[src/rtl/uart_rx_line_capture_pkg.sv]
// ----------------------------------------------------------------------------
// uart_line_pkg
// Shared types and constants for the UART line feeder / line capture blocks.
//   t_uartrx_line_state : capture FSM state (2 bits)
//   c_ascii_*           : ASCII codes used by the line framing
//   f_line_preset       : spaces + CR LF preset for a line of len bytes,
//                         returned right-aligned in a 63-byte vector
//                         (byte 1 = 0x0D, byte 0 = 0x0A, bytes >= len = 0)
// ----------------------------------------------------------------------------
package uart_line_pkg;

   typedef enum logic [1:0] {
      s_idle    = 2'd0,
      s_collect = 2'd1,
      s_discard = 2'd2,
      s_publish = 2'd3
   } t_uartrx_line_state;

   localparam logic [7:0] c_ascii_cr    = 8'h0D;
   localparam logic [7:0] c_ascii_lf    = 8'h0A;
   localparam logic [7:0] c_ascii_space = 8'h20;
   localparam logic [7:0] c_ascii_bs    = 8'h08;
   localparam logic [7:0] c_ascii_del   = 8'h7F;

   localparam int c_max_line_bytes = 63;

   function automatic logic [c_max_line_bytes*8-1:0] f_line_preset(input int len);
      logic [c_max_line_bytes*8-1:0] v;
      v = '0;
      for (int i = 0; i < c_max_line_bytes; i++) begin
         if (i < len) begin
            if (i == 0)      v[i*8 +: 8] = c_ascii_lf;
            else if (i == 1) v[i*8 +: 8] = c_ascii_cr;
            else             v[i*8 +: 8] = c_ascii_space;
         end
      end
      return v;
   endfunction

endpackage

[src/rtl/uart_rx_line_capture_if.sv]
// ----------------------------------------------------------------------------
// uart_rx_line_capture_if
// Byte stream from the UART RX FIFO into the line capture block.
//   i_rx_data  : received byte
//   i_rx_valid : i_rx_data holds an unread byte
//   o_rx_ready : capture can take a byte this cycle
// Handshake: a byte transfers on every rising clock edge where
// i_rx_valid && o_rx_ready; that cycle is also the pop strobe for the FIFO.
// Data must be stable while valid is high and ready is low.
// ----------------------------------------------------------------------------
interface uart_rx_line_capture_if;
   logic [7:0] i_rx_data;
   logic       i_rx_valid;
   logic       o_rx_ready;

   // master: RX FIFO side, slave: line capture side
   modport master (output i_rx_data, output i_rx_valid, input  o_rx_ready);
   modport slave  (input  i_rx_data, input  i_rx_valid, output o_rx_ready);
endinterface

[src/rtl/uart_rx_line_capture.sv]
// ----------------------------------------------------------------------------
// uart_rx_line_capture
// Assembles received ASCII bytes into a fixed-width left-justified text line
// (first char in the MSB byte, space padded, CR LF in the two LSB bytes) and
// publishes it with a one-cycle pulse on a CR or LF terminator. CR LF counts
// as a single terminator. Lines longer than the payload capacity are dropped
// and flagged with an overflow pulse.
//
// Ports:
//   i_clk_40mhz      : system clock
//   i_rst_40mhz      : synchronous active-high reset
//   rx_if            : byte stream (slave modport, valid/ready)
//   o_dat_ascii_line : last completed line, held until the next publish
//   o_line_valid     : one-cycle pulse, o_dat_ascii_line updated
//   o_line_len       : payload char count of the published line
//   o_line_overflow  : one-cycle pulse, an over-long line was dropped
//   o_dbg_state      : current FSM state
//
// Optional feature macro: UART_RX_LINE_BACKSPACE_EN
//   defined   : 0x08 / 0x7F in COLLECT erase the last char
//   undefined : 0x08 / 0x7F are ordinary bytes
// ----------------------------------------------------------------------------
module uart_rx_line_capture
   import uart_line_pkg::*;
#(
   parameter int parm_ascii_line_length = 35
) (
   input  logic                                i_clk_40mhz,
   input  logic                                i_rst_40mhz,
   uart_rx_line_capture_if.slave               rx_if,
   output logic [parm_ascii_line_length*8-1:0] o_dat_ascii_line,
   output logic                                o_line_valid,
   output logic [5:0]                          o_line_len,
   output logic                                o_line_overflow,
   output t_uartrx_line_state                  o_dbg_state
);

   localparam int         c_l  = parm_ascii_line_length;
   localparam int         c_lw = c_l * 8;
   localparam logic [5:0] c_p  = 6'(c_l - 2);

   t_uartrx_line_state r_state;
   logic [5:0]         r_k;
   logic               r_cr_seen;
   logic [c_lw-1:0]    r_buf;
   logic [c_lw-1:0]    r_line;
   logic [5:0]         r_len;
   logic               r_line_valid;
   logic               r_overflow;

   t_uartrx_line_state w_state_nxt;
   logic [5:0]         w_k_nxt;
   logic               w_cr_nxt;
   logic [c_lw-1:0]    w_buf_nxt;
   logic [c_lw-1:0]    w_line_nxt;
   logic [5:0]         w_len_nxt;
   logic               w_valid_nxt;
   logic               w_ovf_nxt;

   logic [c_max_line_bytes*8-1:0] w_preset_full;
   logic [c_lw-1:0]               w_preset;
   logic                          w_accept;
   logic                          w_is_term;
   logic                          w_is_bs;
   int                            w_slot;

   assign w_preset_full = f_line_preset(c_l);
   assign w_preset      = w_preset_full[c_lw-1:0];

   assign rx_if.o_rx_ready = (r_state != s_publish);
   assign w_accept  = rx_if.i_rx_valid && rx_if.o_rx_ready;
   assign w_is_term = (rx_if.i_rx_data == c_ascii_cr) || (rx_if.i_rx_data == c_ascii_lf);

`ifdef UART_RX_LINE_BACKSPACE_EN
   assign w_is_bs = (rx_if.i_rx_data == c_ascii_bs) || (rx_if.i_rx_data == c_ascii_del);
`else
   assign w_is_bs = 1'b0;
`endif

   // Byte slot of the next char, counted from the LSB byte.
   assign w_slot = c_l - 1 - int'(r_k);

   always_comb begin
      w_state_nxt = r_state;
      w_k_nxt     = r_k;
      w_cr_nxt    = r_cr_seen;
      w_buf_nxt   = r_buf;
      w_line_nxt  = r_line;
      w_len_nxt   = r_len;
      w_valid_nxt = 1'b0;
      w_ovf_nxt   = 1'b0;

      if (r_state == s_publish) begin
         w_state_nxt = s_idle;
         w_buf_nxt   = w_preset;
         w_k_nxt     = '0;
      end else if (w_accept) begin
         w_cr_nxt = (rx_if.i_rx_data == c_ascii_cr);
         if ((rx_if.i_rx_data == c_ascii_lf) && r_cr_seen) begin
            // LF of a CR LF pair: the CR already terminated the line
         end else if (w_is_term) begin
            case (r_state)
               s_collect: begin
                  w_state_nxt = s_publish;
                  w_line_nxt  = r_buf;
                  w_len_nxt   = r_k;
                  w_valid_nxt = 1'b1;
               end
               s_discard: begin
                  w_state_nxt = s_idle;
                  w_ovf_nxt   = 1'b1;
                  w_buf_nxt   = w_preset;
                  w_k_nxt     = '0;
               end
               default: ;
            endcase
         end else if (w_is_bs) begin
            if (r_state == s_collect) begin
               w_buf_nxt[8*(w_slot+1) +: 8] = c_ascii_space;
               w_k_nxt = r_k - 6'd1;
               if (r_k == 6'd1) w_state_nxt = s_idle;
            end
         end else begin
            if ((r_state == s_idle) || ((r_state == s_collect) && (r_k < c_p))) begin
               w_buf_nxt[8*w_slot +: 8] = rx_if.i_rx_data;
               w_k_nxt     = r_k + 6'd1;
               w_state_nxt = s_collect;
            end else if (r_state == s_collect) begin
               // line full: hold K and buffer, drop the rest of the line
               w_state_nxt = s_discard;
            end
         end
      end
   end

   always_ff @(posedge i_clk_40mhz) begin
      if (i_rst_40mhz) begin
         r_state      <= s_idle;
         r_k          <= '0;
         r_cr_seen    <= 1'b0;
         r_buf        <= w_preset;
         r_line       <= w_preset;
         r_len        <= '0;
         r_line_valid <= 1'b0;
         r_overflow   <= 1'b0;
      end else begin
         r_state      <= w_state_nxt;
         r_k          <= w_k_nxt;
         r_cr_seen    <= w_cr_nxt;
         r_buf        <= w_buf_nxt;
         r_line       <= w_line_nxt;
         r_len        <= w_len_nxt;
         r_line_valid <= w_valid_nxt;
         r_overflow   <= w_ovf_nxt;
      end
   end

   assign o_dat_ascii_line = r_line;
   assign o_line_valid     = r_line_valid;
   assign o_line_len       = r_len;
   assign o_line_overflow  = r_overflow;
   assign o_dbg_state      = r_state;

endmodule
[src/flat_wrapper.sv]
// flat-port wrapper written by rule: the top's interface ports become plain ports
module uart_rx_line_capture_flat import uart_line_pkg::*;
#(
   parameter int parm_ascii_line_length = 35
)
  (i_clk_40mhz, i_rst_40mhz, o_dat_ascii_line, o_line_valid, o_line_len, o_line_overflow, o_dbg_state, rx_if_i_rx_data, rx_if_i_rx_valid, rx_if_o_rx_ready);
  uart_rx_line_capture_if rx_if_i ();
  input  logic i_clk_40mhz;
  input  logic i_rst_40mhz;
  output logic [parm_ascii_line_length*8-1:0] o_dat_ascii_line;
  output logic o_line_valid;
  output logic [5:0] o_line_len;
  output logic o_line_overflow;
  output t_uartrx_line_state o_dbg_state;
  input wire logic [$bits(rx_if_i.i_rx_data)-1:0] rx_if_i_rx_data;
  input wire logic [$bits(rx_if_i.i_rx_valid)-1:0] rx_if_i_rx_valid;
  output wire logic [$bits(rx_if_i.o_rx_ready)-1:0] rx_if_o_rx_ready;
  assign rx_if_i.i_rx_data = rx_if_i_rx_data;
  assign rx_if_i.i_rx_valid = rx_if_i_rx_valid;
  assign rx_if_o_rx_ready = rx_if_i.o_rx_ready;
  uart_rx_line_capture #(.parm_ascii_line_length(parm_ascii_line_length)) u_core (.i_clk_40mhz(i_clk_40mhz), .i_rst_40mhz(i_rst_40mhz), .rx_if(rx_if_i), .o_dat_ascii_line(o_dat_ascii_line), .o_line_valid(o_line_valid), .o_line_len(o_line_len), .o_line_overflow(o_line_overflow), .o_dbg_state(o_dbg_state));
endmodule
[config.mk]
export PLATFORM = sky130hd
export DESIGN_NAME = uart_rx_line_capture_flat
export DESIGN_NICKNAME = d
export VERILOG_FILES = /design/src/rtl/uart_rx_line_capture_pkg.sv /design/src/rtl/uart_rx_line_capture_if.sv /design/src/rtl/uart_rx_line_capture.sv /design/src/flat_wrapper.sv
export SDC_FILE = /design/constraint.sdc
export NUM_CORES = 1
export LEC_CHECK = 0
export CAP_MARGIN = 20
export CORE_MARGIN = 8
export CORE_UTILIZATION = 40
export CTS_BUF_LIST = sky130_fd_sc_hd__clkbuf_16
export CTS_CLUSTER_DIAMETER = 80
export DETAILED_ROUTE_END_ITERATION = 16
export HOLD_SLACK_MARGIN = 0.02
export PLACE_DENSITY = 0.66
export SLEW_MARGIN = 10
export SYNTH_ARGS = -nofsm -noshare
export SYNTH_HDL_FRONTEND = slang
export SYNTH_SLANG_ARGS = --single-unit
[constraint.sdc]
create_clock -name i_clk_40mhz -period 12 [get_ports i_clk_40mhz]
set_clock_uncertainty 0.2 [all_clocks]
set_input_delay 1.2 -clock i_clk_40mhz [delete_from_list [all_inputs] [get_ports i_clk_40mhz]]
set_output_delay 1.2 -clock i_clk_40mhz [all_outputs]
set_load 0.02 [all_outputs]
-- After elaboration in Yosys (flattened, before gate mapping)
Index checks and enable logic that the tools add are counted.
- add/subtract/negate cells: 3
- multipliers: 0
- div/mod/pow operators: 0
- $lt $le $gt $ge: 1
- equality and inequality tests: 8
- shifts and indexed selects: 2
- muxes and demuxes: 13
- bitwise operators: 4
- reduce and logical (&&, ||, !) cells: 14
- operators by type and width (kind ; number):
    280-bit two-way mux ; 3
    280-bit bitwise mux ; 1
    8-bit by 33-bit variable shift with 280-bit output, first input constant ; 1
    8-bit by 33-bit indexed part select with 280-bit output ; 1
    32-bit negation with 33-bit output ; 1
    6-bit two-way mux ; 3
    8-bit by 4-bit equality test with 1-bit output, second input constant ; 2
    4-bit AND reduction ; 2
    6-bit by 6-bit subtractor with 7-bit output, first input constant ; 1
    6-bit by 1-bit adder with 6-bit output, second input constant ; 1
    6-bit less-than comparator, second input constant ; 1
    2-bit two-way mux ; 3
    5-bit AND reduction ; 1
    5-bit OR reduction ; 1
    2-bit equality test, second input constant ; 2
    2-bit != test, second input constant ; 2
    1-bit NOT ; 4
    2-bit one-hot mux with 2 select lines ; 1
    1-bit logical AND ; 3
    3-bit != test, second input constant ; 1
    3-bit nonzero test ; 1
    2-bit by 1-bit equality test with 1-bit output, second input constant ; 1
    2-bit zero test ; 1
    1-bit logical OR ; 2
    other kinds (4) ; 5
- bits in registers: 577
- latch bits: 0
- memory bits (writable): 0
- memory bits (read-only): 0
- output and inout bits: 291
- memories kept: 0

-- Depth between registers and ports, before layout
- depth after elaboration: 6
- depth in mapped cells: 19
- gate-level depth less buffers: 12

-- Worst setup path after synthesis
OpenSTA, ideal clock, no wires.
- kind: register -> register
- from: register u_core.r_k[0]
- to: register u_core.r_buf[136]
- setup time: 0.072 ns
- arrival time: 4.195 ns
- data required time: 11.728 ns
- setup slack: 7.534 ns
- cell stages (with the launch flop): 17
- path buffers: 5
- clock period less this slack: 4.466 ns
- cells stage by stage: dfxtp_1 -> clkbuf_1 -> inv_1 -> ha_1 -> buf_6 -> nor2b_1 -> buf_6 -> clkbuf_1 -> o21ai_0 -> ha_1 -> nor4bb_1 -> nand4_1 -> or3_4 -> or4_1 -> buf_2 -> o21ai_4 -> mux2i_1
- cells in the longest elaborated chain, start to end: 6
- elaborated cells between the ends (all ways): 12
- those cells by class: 2 x add/sub; 1 x order compare; 2 x shift; 3 x mux; 4 x reduce/logical
- RTL lines (element ; RTL line ; RTL):
    from (decl) ; uart_rx_line_capture.sv:43 ; logic [5:0] r_k;
    from (signal assigned) ; uart_rx_line_capture.sv:148 ; r_k <= w_k_nxt;
    6-bit by 6-bit subtractor with 7-bit output ; uart_rx_line_capture.sv:81 ; assign w_slot = c_l - 1 - int'(r_k);
    32-bit negation with 33-bit output ; uart_rx_line_capture.sv:125 ; w_buf_nxt[8*w_slot +: 8] = rx_if.i_rx_data;
    8-bit by 33-bit indexed part select with 280-bit output / 8-bit by 33-bit variable shift with 280-bit output (equally long branches) ; uart_rx_line_capture.sv:125 ;
    280-bit bitwise mux ; uart_rx_line_capture.sv:125 ;
    280-bit two-way mux ; uart_rx_line_capture.sv:124 ; if ((r_state == s_idle) || ((r_state == s_collect) && (r_k < c_p))) begin
    280-bit two-way mux ; uart_rx_line_capture.sv:101 ; end else if (w_is_term) begin
    to (signal assigned) ; uart_rx_line_capture.sv:141 ; r_buf <= w_preset;
    to (signal assigned) ; uart_rx_line_capture.sv:150 ; r_buf <= w_buf_nxt;
    to (decl) ; uart_rx_line_capture.sv:45 ; logic [c_lw-1:0] r_buf;
Several ways; a longest one is shown, not always the timed one. The select of a mux whose other input is x is not followed.
A chain may end at the register's enable or synchronous reset.

-- Final worst setup path
- from: register u_core.r_k[0]
- to: register u_core.r_buf[74]
Same word-level chain as after synthesis.

==> results.sh <==
export IMPL_io_buffers=301
export IMPL_coreArea_um2=59900
export IMPL_root_buffer="clkbuf_16"
export IMPL_end_kind="flop"
export IMPL_setup_viol=0
export IMPL_antenna_cells=0
export IMPL_synth_top_area_share_pct=48.0
export IMPL_drt_iter0_markers=2157
export IMPL_syn_nets=2875
export IMPL_r2r_end="u_core.r_buf[74]"
export IMPL_outcome="completed"
export IMPL_start_kind="flop"
export IMPL_hp_class="flop to flop"
export IMPL_ant_nets=0
export IMPL_min_period_over_period_pct=47.2
export IMPL_final_area_um2=29300
export IMPL_io_pin_count=302
export IMPL_die_area_um2=68300
export IMPL_clkSinkCount=577
export IMPL_post_cts_resized=0
export IMPL_synth_async_reset_ratio_pct=0
export IMPL_max_cap_violations=0
export IMPL_cts_setup_buffers=0
export IMPL_power_density_nw_per_um2=152
export IMPL_hold_depth=2
export IMPL_worstMarginPinSlew_ns=1.24
export IMPL_track_usage_pct=24.8
export IMPL_fp_dieH_um=261
export IMPL_setup_tns_ns=0
export IMPL_fin_crit_ns=5.67
export IMPL_syn_cell_area_um2=24100
export IMPL_synth_distinct_cells=81
export IMPL_hold_viol=0
export IMPL_path_clk_slew_ns=0.06
export IMPL_r2r_slack_ns=6.33
export IMPL_htreeDepth=2
export IMPL_dpl_instance_area_um2=27400
export IMPL_wl_per_cell_um=23.0
export IMPL_worstHoldEndpoint="u_core.o_dat_ascii_line[204]"
export IMPL_synthMostInstantiatedCell="nand2_1"
export IMPL_rsz0062_at_grt="no"
export IMPL_dp_cells=3732
export IMPL_cts_tree="done"
export IMPL_cts_buffer_depth=3
export IMPL_initial_core_util_pct=40.2
export IMPL_maxSlewViolCount=0
export IMPL_dp_hpwl_um=60900
export IMPL_final_cell_count_no_fill=3843
export IMPL_max_slew_margin_rel_pct=16.8
export IMPL_drive_gt1_share_pct=6.53
export IMPL_cp_required_ns=12.34
export IMPL_routed_via_density=5.62
export IMPL_ys_seq_elements=577
export IMPL_row_count=90
export IMPL_post_route_drc_count=0
export IMPL_critPathMaxFanout=23
export IMPL_dieWidth_um=261
export IMPL_num_nets_final=3041
export IMPL_ctsHoldBuffers=0
export IMPL_firstDrtPassIters=5
export IMPL_grt_pass1_vias=20620
export IMPL_clk_latency_ns=0.66
export IMPL_min_delay_start="u_core.r_buf[204]"
export IMPL_worstSetupPathType="flop to flop"
export IMPL_p_leak_nw=10.0
export IMPL_cts_buffers=59
export IMPL_place_congestion=0.935
export IMPL_grt_overflow=0
export IMPL_ys_warnings_count=0
export IMPL_routed_wl_um=88400
export IMPL_synth_area_top_cells="dfxtp_1, nand2_1, mux2i_1, a21oi_1, nand3_1"
export IMPL_synthCells=2850
export IMPL_num_vias=21599
export IMPL_area_growth_pct=21.7
export IMPL_ir_worst_vdd_mv=0.133
export IMPL_avgSynthCellArea_um2=8.44
export IMPL_antenna_found_initial=0
export IMPL_synth_edf_count=0
export IMPL_r2r_start="u_core.r_k[0]"
export IMPL_yosys_area_top_type="dfxtp_1"
export IMPL_fmax_mhz=176
export IMPL_rr_worst_depth=11
export IMPL_grt_pass1_wl_um=130000
export IMPL_synth_seq_area_share_pct=48.0
export IMPL_worstPathArrival_ns=6.01
export IMPL_synthFlopType="dfxtp_1"
export IMPL_grt_start_max_net_pins=206
export IMPL_synth_top_cells_by_count="nand2_1, dfxtp_1, a21oi_1, mux2i_1, nand3_1"
export IMPL_total_power_w=0.00444
==> flip-flops by register name, indices dropped and copies added, names as in the netlist <==
signal / count
u_core.o_dat_ascii_line: 280
u_core.r_buf: 280
u_core.o_line_len: 6
u_core.r_k: 6
u_core.o_dbg_state: 2
u_core.o_line_overflow: 1
u_core.o_line_valid: 1
u_core.r_cr_seen: 1
==> routing by layer <==
metal  routed length, um  vias to the layer above  track usage (%)
li1                    -                    10089                -
met1               36800                    10440             32.1
met2               40000                      882             39.4
met3                7980                      188             6.17
met4                3660                        0             9.94
met5                   0                        -                0
==> report_power, final <==
group | internal [W] | switching (W)
combinational | 0.000142 | 0.000638
clock | 0.000917 | 0.000798
sequential | 0.00193 | 0.0000150
total | 0.00299 | 0.00145
==> cell type report <==
| class | instances | area [um^2] |
|---|---|---|
| inverters | 11 | 41.3 |
| flip-flops and latches | 577 | 11600 |
| clock inverters | 47 | 302 |
| multi-input cells | 2029 | 11600 |
| well taps | 782 | 978 |
| fillers | 5771 | 30600 |
| repair buffers | 338 | 3330 |
| clock buffers | 59 | 1480 |
==> worst max-delay path by stage <==
stage                        startpoint  slack (ns)  cells past startpoint           endpoint
after detailed placement  u_core.r_k[0]        6.28                     13   u_core.r_buf[90]
after global routing      u_core.r_k[0]        6.05                     12  u_core.r_buf[268]
after floorplan           u_core.r_k[0]        7.53                     16  u_core.r_buf[136]
after CTS                 u_core.r_k[0]        6.31                     13   u_core.r_buf[95]
final                     u_core.r_k[0]        6.33                     11   u_core.r_buf[74]
after global placement    u_core.r_k[0]        6.36                     13   u_core.r_buf[95]
==> cells by family after synthesis <==
logic type	synth area share, %
DFF	48.0
and+or+nand+nor	26.2
muxes	9.74
xor gates and xnor gates	0.515
buffers and inverters	4.30
AOI/OAI and AO/OA	10.5
adders and majority gates	0.728
==> placed cells by master (no fill, tap or decap), types with 42 or more instances in the layout <==
| master | synthesis | layout |
|---|---|---|
| a21oi_1 | 263 | 262 |
| nand2_1 | 838 | 838 |
| dfxtp_1 | 577 | 577 |
| mux2i_1 | 233 | 233 |
| clkdlybuf4s50_1 | 0 | 300 |
| nor2_1 | 76 | 60 |
| nand3_1 | 181 | 180 |
| nand4_1 | 87 | 87 |
| clkbuf_16 | 0 | 59 |
| nand3b_1 | 42 | 42 |
==> metrics by stage <==
| step | hold slack [ns] | setup slack [ns] | utilization, % |
|---|---|---|---|
| global route | 0.239 | 6.05 | 48.9 |
| CTS | 0.202 | 6.31 | 48.8 |
| finish | 0.195 | 6.33 | 48.9 |
| detailed placement | 0.245 | 6.28 | 45.8 |
| global placement | 0.237 | 6.36 | 45.8 |
| floorplan | 0.227 | 7.53 | - |
==> worst max-delay path, stage by stage (launching register included) <==
cell and delay [ns]:
dfxtp_1 0.78, ha_1 0.68, and3_1 0.44, a32o_1 0.33
nand3_1 0.12, ha_1 0.33, nor4bb_1 0.48, nand4_1 0.22
or3_4 0.52, nor4_2 0.93, a21oi_1 0.35, o2bb2ai_1 0.22
(Power assumes the default switching activity.)
